===== config.mk =====
export PLATFORM = sky130hd
export DESIGN_NAME = skew_loader
export DESIGN_NICKNAME = d
export VERILOG_FILES = /design/src/rtl/skew_loader_pkg.sv /design/src/rtl/skew_diag_mux.sv /design/src/rtl/skew_loader.sv
export SDC_FILE = /design/constraint.sdc
export NUM_CORES = 1
export LEC_CHECK = 0
export CORE_MARGIN = 2
export CORE_UTILIZATION = 55
export DETAILED_ROUTE_END_ITERATION = 8
export PLACE_DENSITY_LB_ADDON = 0.3
export RECOVER_POWER = 100
export SYNTH_ARGS = -nofsm -noshare
export SYNTH_HDL_FRONTEND = slang
export SYNTH_SLANG_ARGS = --single-unit

===== constraint.sdc =====
create_clock -name clk -period 9.6 [get_ports clk]
set_input_delay 2.4 -clock clk [delete_from_list [all_inputs] [get_ports clk]]
set_output_delay 2.4 -clock clk [all_outputs]
set_load 0.05 [all_outputs]

===== src/rtl/skew_loader_pkg.sv =====
// Shared definitions for the skew loader slice.
//   - Default array geometry (DIM, DATA_WIDTH).
//   - Buffer-select codes carried in the LD instruction's buf_id field.
//   - Opcode values of the instruction stream the loader sits behind.
//   - Loader FSM state encoding.
package skew_loader_pkg;

  localparam int DIM_DEFAULT        = 8;
  localparam int DATA_WIDTH_DEFAULT = 8;

  // buf_id values; anything else is an illegal target.
  localparam logic [1:0] BUF_LEFT = 2'b00;
  localparam logic [1:0] BUF_TOP  = 2'b01;

  // Instruction opcodes decoded upstream.
  localparam logic [3:0] OP_LD       = 4'b0010;
  localparam logic [3:0] OP_ST       = 4'b0011;
  localparam logic [3:0] OP_GEMM     = 4'b0100;
  localparam logic [3:0] OP_DRAINSYS = 4'b0101;

  typedef enum logic [1:0] {
    ST_IDLE  = 2'd0,
    ST_FETCH = 2'd1,
    ST_EMIT  = 2'd2,
    ST_DONE  = 2'd3
  } state_t;

endpackage


===== src/rtl/skew_diag_mux.sv =====
// Combinational diagonal-skew selector.
// For beat k, lane j carries tile[k-j][j] when 0 <= k-j <= DIM-1, else 0.
// Ports:
//   tile  in   DIM rows of DIM*DATA_WIDTH bits (row r = tile[r])
//   beat  in   beat index k, 0 .. 2*DIM-2
//   row   out  skewed beat, lane j at bits j*DATA_WIDTH +: DATA_WIDTH
module skew_diag_mux
  import skew_loader_pkg::*;
#(
  parameter int DIM        = DIM_DEFAULT,
  parameter int DATA_WIDTH = DATA_WIDTH_DEFAULT,
  parameter int BEAT_W     = $clog2(2 * DIM)
) (
  input  logic [DIM-1:0][DIM*DATA_WIDTH-1:0] tile,
  input  logic [BEAT_W-1:0]                  beat,
  output logic [DIM*DATA_WIDTH-1:0]          row
);

  localparam int ROW_IDX_W = $clog2(DIM);

  for (genvar j = 0; j < DIM; j++) begin : g_lane
    // diff = beat - j computed one bit wider; the top bit is the borrow,
    // so a set borrow means the diagonal has not reached this lane yet.
    logic [BEAT_W:0] diff;
    logic            hit;

    assign diff = {1'b0, beat} - (BEAT_W + 1)'(j);
    assign hit  = !diff[BEAT_W] && (diff < (BEAT_W + 1)'(DIM));
    assign row[j*DATA_WIDTH +: DATA_WIDTH] =
      hit ? tile[diff[ROW_IDX_W-1:0]][j*DATA_WIDTH +: DATA_WIDTH] : '0;
  end

endmodule


===== src/rtl/skew_loader.sv =====
// LD-instruction consumer: fetches a DIM x DIM tile from the operand
// scratch memory row by row, then writes it into the left or top systolic
// SRAM bank as 2*DIM-1 diagonally skewed beats, and finally publishes that
// bank's read start/end addresses for the array controller.
//
// Command handshake: a command transfers on a rising edge where cmd_valid
// and cmd_ready are both high. cmd_ready is high only in IDLE while reset is
// released; the fields (cmd_buf_id, cmd_mem_loc) are sampled at that edge.
//
// Ports:
//   clk, rst_n                       clock, asynchronous active-low reset
//   cmd_valid/cmd_ready              LD command handshake
//   cmd_buf_id                       0 = left bank, 1 = top bank, else illegal
//   cmd_mem_loc                      base address for both fetch and write
//   src_rd_en/src_rd_addr            scratch read request
//   src_rd_data                      scratch row, valid 1 cycle after request
//   i_left_wr_en/addr/data           left bank write port
//   i_top_wr_en/addr/data            top bank write port
//   i_left_sram_rd_start/end_addr    published left read window (inclusive)
//   i_top_sram_rd_start/end_addr     published top read window (inclusive)
//   done                             one-cycle completion pulse
//   err                              one-cycle pulse for an illegal buf_id
//
// Timing from acceptance at T0: reads issue T1..T_DIM, captures land
// T2..T_DIM+1, beats go out T_DIM+2..T_3DIM, done at T_3DIM+1.
module skew_loader
  import skew_loader_pkg::*;
#(
  parameter int DIM                  = DIM_DEFAULT,
  parameter int DATA_WIDTH           = DATA_WIDTH_DEFAULT,
  parameter int BUF_ID_WIDTH         = 2,
  parameter int MEM_LOC_WIDTH        = 10,
  parameter int LOG2_SRAM_BANK_DEPTH = 10,
  parameter int LOG2_SRC_DEPTH       = 10
) (
  input  logic                            clk,
  input  logic                            rst_n,
  input  logic                            cmd_valid,
  output logic                            cmd_ready,
  input  logic [BUF_ID_WIDTH-1:0]         cmd_buf_id,
  input  logic [MEM_LOC_WIDTH-1:0]        cmd_mem_loc,
  output logic                            src_rd_en,
  output logic [LOG2_SRC_DEPTH-1:0]       src_rd_addr,
  input  logic [DIM*DATA_WIDTH-1:0]       src_rd_data,
  output logic                            i_left_wr_en,
  output logic [LOG2_SRAM_BANK_DEPTH-1:0] i_left_wr_addr,
  output logic [DIM*DATA_WIDTH-1:0]       i_left_wr_data,
  output logic                            i_top_wr_en,
  output logic [LOG2_SRAM_BANK_DEPTH-1:0] i_top_wr_addr,
  output logic [DIM*DATA_WIDTH-1:0]       i_top_wr_data,
  output logic [LOG2_SRAM_BANK_DEPTH-1:0] i_left_sram_rd_start_addr,
  output logic [LOG2_SRAM_BANK_DEPTH-1:0] i_left_sram_rd_end_addr,
  output logic [LOG2_SRAM_BANK_DEPTH-1:0] i_top_sram_rd_start_addr,
  output logic [LOG2_SRAM_BANK_DEPTH-1:0] i_top_sram_rd_end_addr,
  output logic                            done,
  output logic                            err
);

  localparam int ROW_BITS  = DIM * DATA_WIDTH;
  localparam int CNT_W     = $clog2(2 * DIM);
  localparam int ROW_IDX_W = $clog2(DIM);
  localparam int EXT_W0    = (MEM_LOC_WIDTH > LOG2_SRC_DEPTH) ? MEM_LOC_WIDTH : LOG2_SRC_DEPTH;
  localparam int EXT_W     = (EXT_W0 > LOG2_SRAM_BANK_DEPTH) ? EXT_W0 : LOG2_SRAM_BANK_DEPTH;

  state_t                            state_q, state_d;
  logic [CNT_W-1:0]                  cnt_q;
  logic [BUF_ID_WIDTH-1:0]           buf_q;
  logic [LOG2_SRC_DEPTH-1:0]         src_base_q;
  logic [LOG2_SRAM_BANK_DEPTH-1:0]   sram_base_q;
  logic [DIM-1:0][ROW_BITS-1:0]      tile_q;
  logic                              err_q;
  logic [LOG2_SRAM_BANK_DEPTH-1:0]   left_start_q, left_end_q;
  logic [LOG2_SRAM_BANK_DEPTH-1:0]   top_start_q, top_end_q;

  logic                              accept;
  logic                              cmd_legal;
  logic [EXT_W-1:0]                  loc_ext;
  logic                              fetch_last;
  logic                              emit_last;
  logic                              sel_left;
  logic                              sel_top;
  logic [ROW_IDX_W-1:0]              cap_row;
  logic [ROW_BITS-1:0]               diag_row;
  logic [LOG2_SRAM_BANK_DEPTH-1:0]   beat_addr;
  logic [LOG2_SRAM_BANK_DEPTH-1:0]   end_addr;

  // cmd_ready is gated by rst_n so it reads 0 while reset is held.
  assign cmd_ready  = rst_n && (state_q == ST_IDLE);
  assign accept     = cmd_valid && cmd_ready;
  assign cmd_legal  = (cmd_buf_id == BUF_ID_WIDTH'(BUF_LEFT)) ||
                      (cmd_buf_id == BUF_ID_WIDTH'(BUF_TOP));
  // Zero-extend first, then each address width takes its low bits.
  assign loc_ext    = EXT_W'(cmd_mem_loc);
  assign fetch_last = (cnt_q == CNT_W'(DIM));
  assign emit_last  = (cnt_q == CNT_W'(2 * DIM - 2));
  assign sel_left   = (buf_q == BUF_ID_WIDTH'(BUF_LEFT));
  assign sel_top    = (buf_q == BUF_ID_WIDTH'(BUF_TOP));
  // FETCH count c (c >= 1) sees the data requested at count c-1.
  assign cap_row    = ROW_IDX_W'(cnt_q - CNT_W'(1));
  assign beat_addr  = sram_base_q + LOG2_SRAM_BANK_DEPTH'(cnt_q);
  assign end_addr   = sram_base_q + LOG2_SRAM_BANK_DEPTH'(2 * DIM - 2);

  skew_diag_mux #(
    .DIM        (DIM),
    .DATA_WIDTH (DATA_WIDTH),
    .BEAT_W     (CNT_W)
  ) u_diag (
    .tile (tile_q),
    .beat (cnt_q),
    .row  (diag_row)
  );

  // State register.
  always_ff @(posedge clk or negedge rst_n) begin
    if (!rst_n) state_q <= ST_IDLE;
    else        state_q <= state_d;
  end

  // Next state and all decoded outputs.
  always_comb begin
    state_d        = state_q;
    src_rd_en      = 1'b0;
    src_rd_addr    = '0;
    i_left_wr_en   = 1'b0;
    i_left_wr_addr = '0;
    i_left_wr_data = '0;
    i_top_wr_en    = 1'b0;
    i_top_wr_addr  = '0;
    i_top_wr_data  = '0;
    done           = 1'b0;

    case (state_q)
      ST_IDLE: begin
        if (accept && cmd_legal) state_d = ST_FETCH;
      end
      ST_FETCH: begin
        // Counts 0..DIM-1 issue reads; count DIM only captures the last row.
        if (!fetch_last) begin
          src_rd_en   = 1'b1;
          src_rd_addr = src_base_q + LOG2_SRC_DEPTH'(cnt_q);
        end
        if (fetch_last) state_d = ST_EMIT;
      end
      ST_EMIT: begin
        if (sel_left) begin
          i_left_wr_en   = 1'b1;
          i_left_wr_addr = beat_addr;
          i_left_wr_data = diag_row;
        end
        if (sel_top) begin
          i_top_wr_en   = 1'b1;
          i_top_wr_addr = beat_addr;
          i_top_wr_data = diag_row;
        end
        if (emit_last) state_d = ST_DONE;
      end
      ST_DONE: begin
        done    = 1'b1;
        state_d = ST_IDLE;
      end
      default: state_d = ST_IDLE;
    endcase
  end

  // Phase counter: restarts at every state change, advances in FETCH/EMIT.
  always_ff @(posedge clk or negedge rst_n) begin
    if (!rst_n)                                           cnt_q <= '0;
    else if (state_q != state_d)                          cnt_q <= '0;
    else if (state_q == ST_FETCH || state_q == ST_EMIT)   cnt_q <= cnt_q + CNT_W'(1);
  end

  // Command fields, latched only for commands that start a load.
  always_ff @(posedge clk or negedge rst_n) begin
    if (!rst_n) begin
      buf_q       <= '0;
      src_base_q  <= '0;
      sram_base_q <= '0;
    end else if (accept && cmd_legal) begin
      buf_q       <= cmd_buf_id;
      src_base_q  <= loc_ext[LOG2_SRC_DEPTH-1:0];
      sram_base_q <= loc_ext[LOG2_SRAM_BANK_DEPTH-1:0];
    end
  end

  // Tile register.
  always_ff @(posedge clk or negedge rst_n) begin
    if (!rst_n) begin
      tile_q <= '0;
    end else if (state_q == ST_FETCH && cnt_q != '0) begin
      tile_q[cap_row] <= src_rd_data;
    end
  end

  // Illegal buf_id: pulse err the cycle after acceptance, never leave IDLE.
  always_ff @(posedge clk or negedge rst_n) begin
    if (!rst_n) err_q <= 1'b0;
    else        err_q <= accept && !cmd_legal;
  end
  assign err = err_q;

  // Published read window; loads on the edge into DONE so it is visible
  // together with done, and holds until the same bank is loaded again.
  always_ff @(posedge clk or negedge rst_n) begin
    if (!rst_n) begin
      left_start_q <= '0;
      left_end_q   <= '0;
      top_start_q  <= '0;
      top_end_q    <= '0;
    end else if (state_q == ST_EMIT && emit_last) begin
      if (sel_left) begin
        left_start_q <= sram_base_q;
        left_end_q   <= end_addr;
      end
      if (sel_top) begin
        top_start_q <= sram_base_q;
        top_end_q   <= end_addr;
      end
    end
  end

  assign i_left_sram_rd_start_addr = left_start_q;
  assign i_left_sram_rd_end_addr   = left_end_q;
  assign i_top_sram_rd_start_addr  = top_start_q;
  assign i_top_sram_rd_end_addr    = top_end_q;

endmodule


=== Yosys cells after proc, flatten, opt, wreduce, memory -nomap -nowiden ===
Cells that the tools add are included.
W data, S select, Z words.

* Bits in registers: 571
* Output and inout bits: 204
* Logic and storage cells: 135

* Add/sub/neg operators: 11
* $lt $le $gt $ge: 18
* Equal/unequal tests: 8
* Muxes and demuxes: 50
* Reductions and logical operators: 31

{| class="wikitable"
|+ Operators with widths
! operator !! count
|-
| $bmux W64 S3 || 8
|-
| $bwmux W512 || 1
|-
| $mux W64 || 6
|-
| $demux W64 S3 || 1
|-
| $mux W8 || 9
|-
| $mux W10 || 6
|-
| $mux W56 || 1
|-
| $mux W48 || 1
|-
| $mux W40 || 1
|-
| $lt A3 B4 Y1 const B || 9
|-
| $lt A5 B4 Y1 const B || 7
|-
| $mux W32 || 1
|-
| $mux W24 || 1
|-
| $sub A4 B3 Y5 const B || 4
|-
| $mux W16 || 1
|-
| $logic_and A1 B1 Y1 || 14
|-
| $add A10 B4 Y10 || 1
|-
| $add A10 B4 Y10 const B || 1
|-
| $sub A4 B2 Y5 const B || 2
|-
| $eq A4 B4 Y1 const B || 2
|-
| $logic_not A1 Y1 || 8
|-
| $mux W4 || 2
|-
| $pmux W2 S4 || 1
|-
| $mux W1 || 7
|-
| other kinds (14) || 23
|}

=== Depth between registers and ports, before layout ===
* Depth in word-level cells: 8
* Mapped depth: 10
* Gate-level depth less buffers: 7

=== Modules after synthesis ===
Synthesis repeated with hierarchy kept, for this count alone.

* Cells, all modules: 2005
* Area, all modules: 28245.8 µm²

{| class="wikitable"
|+ Modules (own cells, without submodules)
! module !! instances !! cells an instance !! area an instance (µm²) !! seq. area each (µm²)
|-
| skew_loader || 1 || 1548 || 23805.3 || 14238.7
|-
| skew_diag_mux || 1 || 457 || 4440.5 || 0.0
|}

=== Least setup slack after synthesis ===
No wires, ideal clock.

* Path kind: reg-to-output
* From: reg cnt_q[1]
* To: out i_top_wr_data[24]
* Data arrival time: 3.149 ns
* Data required time: 7.200 ns
* Slack: 4.051 ns
* Cell stages (with the launch flop): 10
* Path buffers: 4
* Cells stage by stage: dfrtp_1 inv_2 buf_1 ha_1 buf_4 buf_2 clkbuf_1 mux4_2 mux2i_1 nor2_1

* Word-level cells in the longest chain between the ends: 6
* Elaborated cells on any way between the ends: 9

{| class="wikitable"
|+ RTL lines
! element !! RTL line !! source
|-
| from (decl) || skew_loader.sv:66 || <nowiki>logic [CNT_W-1:0] cnt_q;</nowiki>
|-
| from (signal assigned) || skew_loader.sv:169 || <nowiki>else if (state_q == ST_FETCH || state_q == ST_EMIT) cnt_q <= cnt_q + CNT_W'(1);</nowiki>
|-
| $sub A4 B2 Y5 (*) || skew_diag_mux.sv:27 || <nowiki>assign diff = {1'b0, beat} - (BEAT_W + 1)'(j);</nowiki>
|-
| $lt A5 B4 Y1 (tied with other cells) || skew_diag_mux.sv:28 || <nowiki>assign hit = !diff[BEAT_W] && (diff < (BEAT_W + 1)'(DIM));</nowiki>
|-
| $logic_and A1 B1 Y1 / $mux W32 (equally long branches) || skew_diag_mux.sv:28, skew_diag_mux.sv:30 ||
|-
| $mux W8 (*) || skew_diag_mux.sv:30 || <nowiki>hit ? tile[diff[ROW_IDX_W-1:0]][j*DATA_WIDTH +: DATA_WIDTH] : '0;</nowiki>
|-
| $mux W64 (*) || skew_loader.sv:150 || <nowiki>if (sel_top) begin</nowiki>
|-
| $mux W64 (*) || skew_loader.sv:132 || <nowiki>case (state_q)</nowiki>
|-
| to (decl) || skew_loader.sv:50 || <nowiki>output logic [DIM*DATA_WIDTH-1:0] i_top_wr_data,</nowiki>
|}

Mark *: on every way between the ends. The rest lies on a longest branch, timed or not. The select of a mux whose other input is x is not followed.

=== Worst setup path after layout ===
* From: reg cnt_q[2]
* To: out i_left_wr_data[31]

* Word-level cells in the longest chain between the ends: 6
* Elaborated cells on any way between the ends: 9

{| class="wikitable"
|+ RTL lines
! element !! RTL line !! source
|-
| $sub A4 B2 Y5 (*) || skew_diag_mux.sv:27 ||
|-
| $lt A5 B4 Y1 (tied with other cells) || skew_diag_mux.sv:28 ||
|-
| $logic_and A1 B1 Y1 / $mux W32 (equally long branches) || skew_diag_mux.sv:28, skew_diag_mux.sv:30 ||
|-
| $mux W8 (*) || skew_diag_mux.sv:30 ||
|-
| $mux W64 (*) || skew_loader.sv:145 || <nowiki>if (sel_left) begin</nowiki>
|-
| $mux W64 (*) || skew_loader.sv:132 ||
|-
| to (decl) || skew_loader.sv:47 || <nowiki>output logic [DIM*DATA_WIDTH-1:0] i_left_wr_data,</nowiki>
|}

Marks and branches as above.

==> run summary <==
FFs w/ async S/R, synth -> 1.00
Hold Path Origin -> i_top_sram_rd_start_addr[3]
Seq/Total Area, Yosys -> 0.533
Setup crit end kind -> output port
Final Hold Viols -> 0
Peak supply drop -> 0.163 mV
DP Wirelength -> 39700 um
Layout cells sized above 1 -> 0.338
DR vias/cell -> 6.01
Final min period -> 8.31 ns
Pins Over Slew Limit -> 1081
Wire per inst -> 23.3 um
Finished Cell Area -> 31500 um^2
Max Fclk -> 120 MHz
Reg power frac -> 0.406
Mapped Cells -> 1821
P&R area growth vs syn -> 17.9%
Post-CTS Hold Buffers -> 0
Internal -> 7010 uW
Hold EP -> i_top_sram_rd_start_addr[3]
Detail Route Antenna Nets -> 0
Bufs on Longest Clock Path -> 3
Crit path DAT -> 5.91 ns
Placed Cells -> 2638
CP Launch Type -> register
Worst-Skew Late Latency -> 0.61 ns
Mapped Nets -> 1925
Sinks on Clock Net -> 569
Synth Warn # -> 0
Area after DPL -> 29800 um^2
H-tree lvl count -> 2
DR pass1 iterations -> 5
Nets -> 2187
Port Buffers -> 282
All-layer global routing usage -> 0.260
Crit Path Max Fanout -> 41
Post-synth top flop -> dfrtp_1
Post-Route WL -> 63900 um
CP required -> 7.20 ns
Most frequent cells in the layout -> dfrtp_1, mux2_2, dlygate4sd3_1
Final TNS setup -> 0 ns
Endpoint of the lowest-slack register-to-register path -> tile_q[267]
Worst-Margin Slew -> 4.28 ns
Die Ht -> 224 um
Starting density of the core -> 0.558
Chip Width -> 224 um
RSZ-0062 raised after global routing -> no
Clock power share -> 0.211
Clk pin slew, worst setup/hold paths -> 0.06 ns
Clk_skew -> 0.0141 ns
Initial antenna violation count -> 5
CTS tree -> yes
Synth Register Bits -> 569
CP Class -> register to output port
R2R Setup Slk -> 1.91 ns
Iter 0 DRT Violations -> 989
Failing checks -> capacitance limit, slew limit
Sw power -> 3280 uW
Final Worst Setup Slack -> 1.29 ns
Final setup fails -> 0
Hold/Removal Path Class -> register to register
Fin crit share -> 0.866
Setup repair bufs after CTS -> 0
Most common cell after layout, fill and taps aside -> dfrtp_1
Vias in the first global route -> 17300
Status -> complete, but fails checks
First-pass GRT wire length -> 100000 um
Worst slew margin -> -1.85
Post-CTS Resized -> 0
Synth unique cells -> 56
Max_cap viols -> 23
Pleak -> 0.0138 uW
Logic pwr share -> 0.383
R2R cell count -> 6
Non-Filler Instances -> 2741
Switching part of the total power -> 0.319
Gpl congestion -> 0.828
Avg Cell Area, Syn -> 14.7 um^2
Worst Hold Depth -> 2
Pre-CTS setup slack -> 2.72 ns
Post-synth EDFFs -> 0
Worst r2r src -> cnt_q[0]
Mapped cell area -> 26700 um^2
Via Count -> 16500
Full die area -> 50300 um^2
Cts bufs inserted -> 58
Core area -> 47800 um^2
Power per standard cell area -> 327 nW/um^2
Floorplan row count -> 80
Grt ovf -> 0
DRC viols -> 0
Largest net degree at the start of global routing -> 173
Root buf cell -> clkbuf_16
# IOs -> 283
-- sequential cells by signal (all words and copies together) (netlist names) --
register                   flops
i_left_sram_rd_start_addr     10
err                            1
buf_q                          2
tile_q                       512
i_top_sram_rd_start_addr      10
state_q                        2
cnt_q                          4
sram_base_q                   10
i_top_sram_rd_end_addr         9
i_left_sram_rd_end_addr        9
-- through the flow --
stage	power (uW)	utilization	hold slack (ns)
2_1_floorplan	7130	-	0.452
3_3_place_gp	7960	0.623	0.462
3_5_place_dp	8170	0.623	0.462
4_1_cts	10400	0.661	0.476
5_1_grt	10900	0.657	0.496
6_report	10300	0.657	0.467
-- worst max-delay path, cell delays in order, from the launching register on --
cell	delay [ns]
dfrtp_2	0.35
clkbuf_1	2.10
xor2_2	0.95
buf_4	0.50
mux2i_1	0.16
nor2_1	0.29
dlygate4sd3_1	0.93
-- worst max-delay path by stage --
stage / start / endpoint / cells past startpoint
2_1_floorplan: cnt_q[1] / i_top_wr_data[24] / 9
3_3_place_gp: cnt_q[0] / i_top_wr_data[29] / 7
3_5_place_dp: cnt_q[0] / i_left_wr_data[25] / 7
4_1_cts: cnt_q[0] / i_top_wr_data[12] / 7
5_1_grt: rst_n / cnt_q[0] / 3
6_report: cnt_q[2] / i_left_wr_data[31] / 6
-- Yosys cell counts (all sizes together) (2+ instances only) --
library cell    n  area [um^2]
dfrtp         569        14200
mux2          518         5830
nor2          151          567
mux4          128         2880
nand2         104          398
buf            84          627
mux2i          73          731
o21ai          38          190
ha             24          300
clkbuf         20         75.1
inv            16         60.1
a21oi          11         55.1
nand3          10         80.1
xnor2          10         95.1
xor2            9         97.6
nor3            7         57.6
and2            6         38.8
and3            5         31.3
nand4           5         52.6
nand2b          4         25.0
nand4b          4         35.0
or3b            3         26.3
a211oi          2         15.0
a21boi          2         26.3
nand3b          2         15.0
o21a            2         15.0
-- layout make-up --
class                           count  area [um^2]
Clock inverter                     10         85.1
Multi-Input combinational cell   1131        11600
Clock buffer                       92         1740
Antenna cell                        1         2.50
Tap cell                          615          769
Timing Repair Buffer              306         2940
Fill cell                        3478        16400
Inverter                           17         63.8
Sequential cell                   569        14200
-- power by group through the flow --
stage / clock [uW] / combinational [uW] / sequential [uW]
finish: 2180 / 3940 / 4180
global route: 2320 / 4230 / 4310
CTS: 2210 / 3990 / 4170
detailed placement: 0 / 3970 / 4200
global placement: 0 / 3850 / 4110
floorplan: 0 / 3220 / 3910
-- metal layers --
| layer | routed length (um) | track usage | up-vias |
|---|---|---|---|
| li1 | - | - | 7118 |
| met1 | 27400 | 0.358 | 8770 |
| met2 | 31100 | 0.425 | 455 |
| met3 | 3570 | 0.0457 | 110 |
| met4 | 1810 | 0.0831 | 8 |
| met5 | 55 | 0 | - |
-- logic make-up (layout without fill, tap and decap cells) --
logic type      Yosys count  count (layout)  synth area share
simple gates            304             304            0.0505
compound gates           64              64            0.0142
other cells               0               1                 0
fa+ha+maj                25              25            0.0120
flops                   569             569             0.533
buf+inv                 121             425            0.0287
xor+xnor                 19              19           0.00722
mux                     719             719             0.354
(Power assumes the default switching activity.)
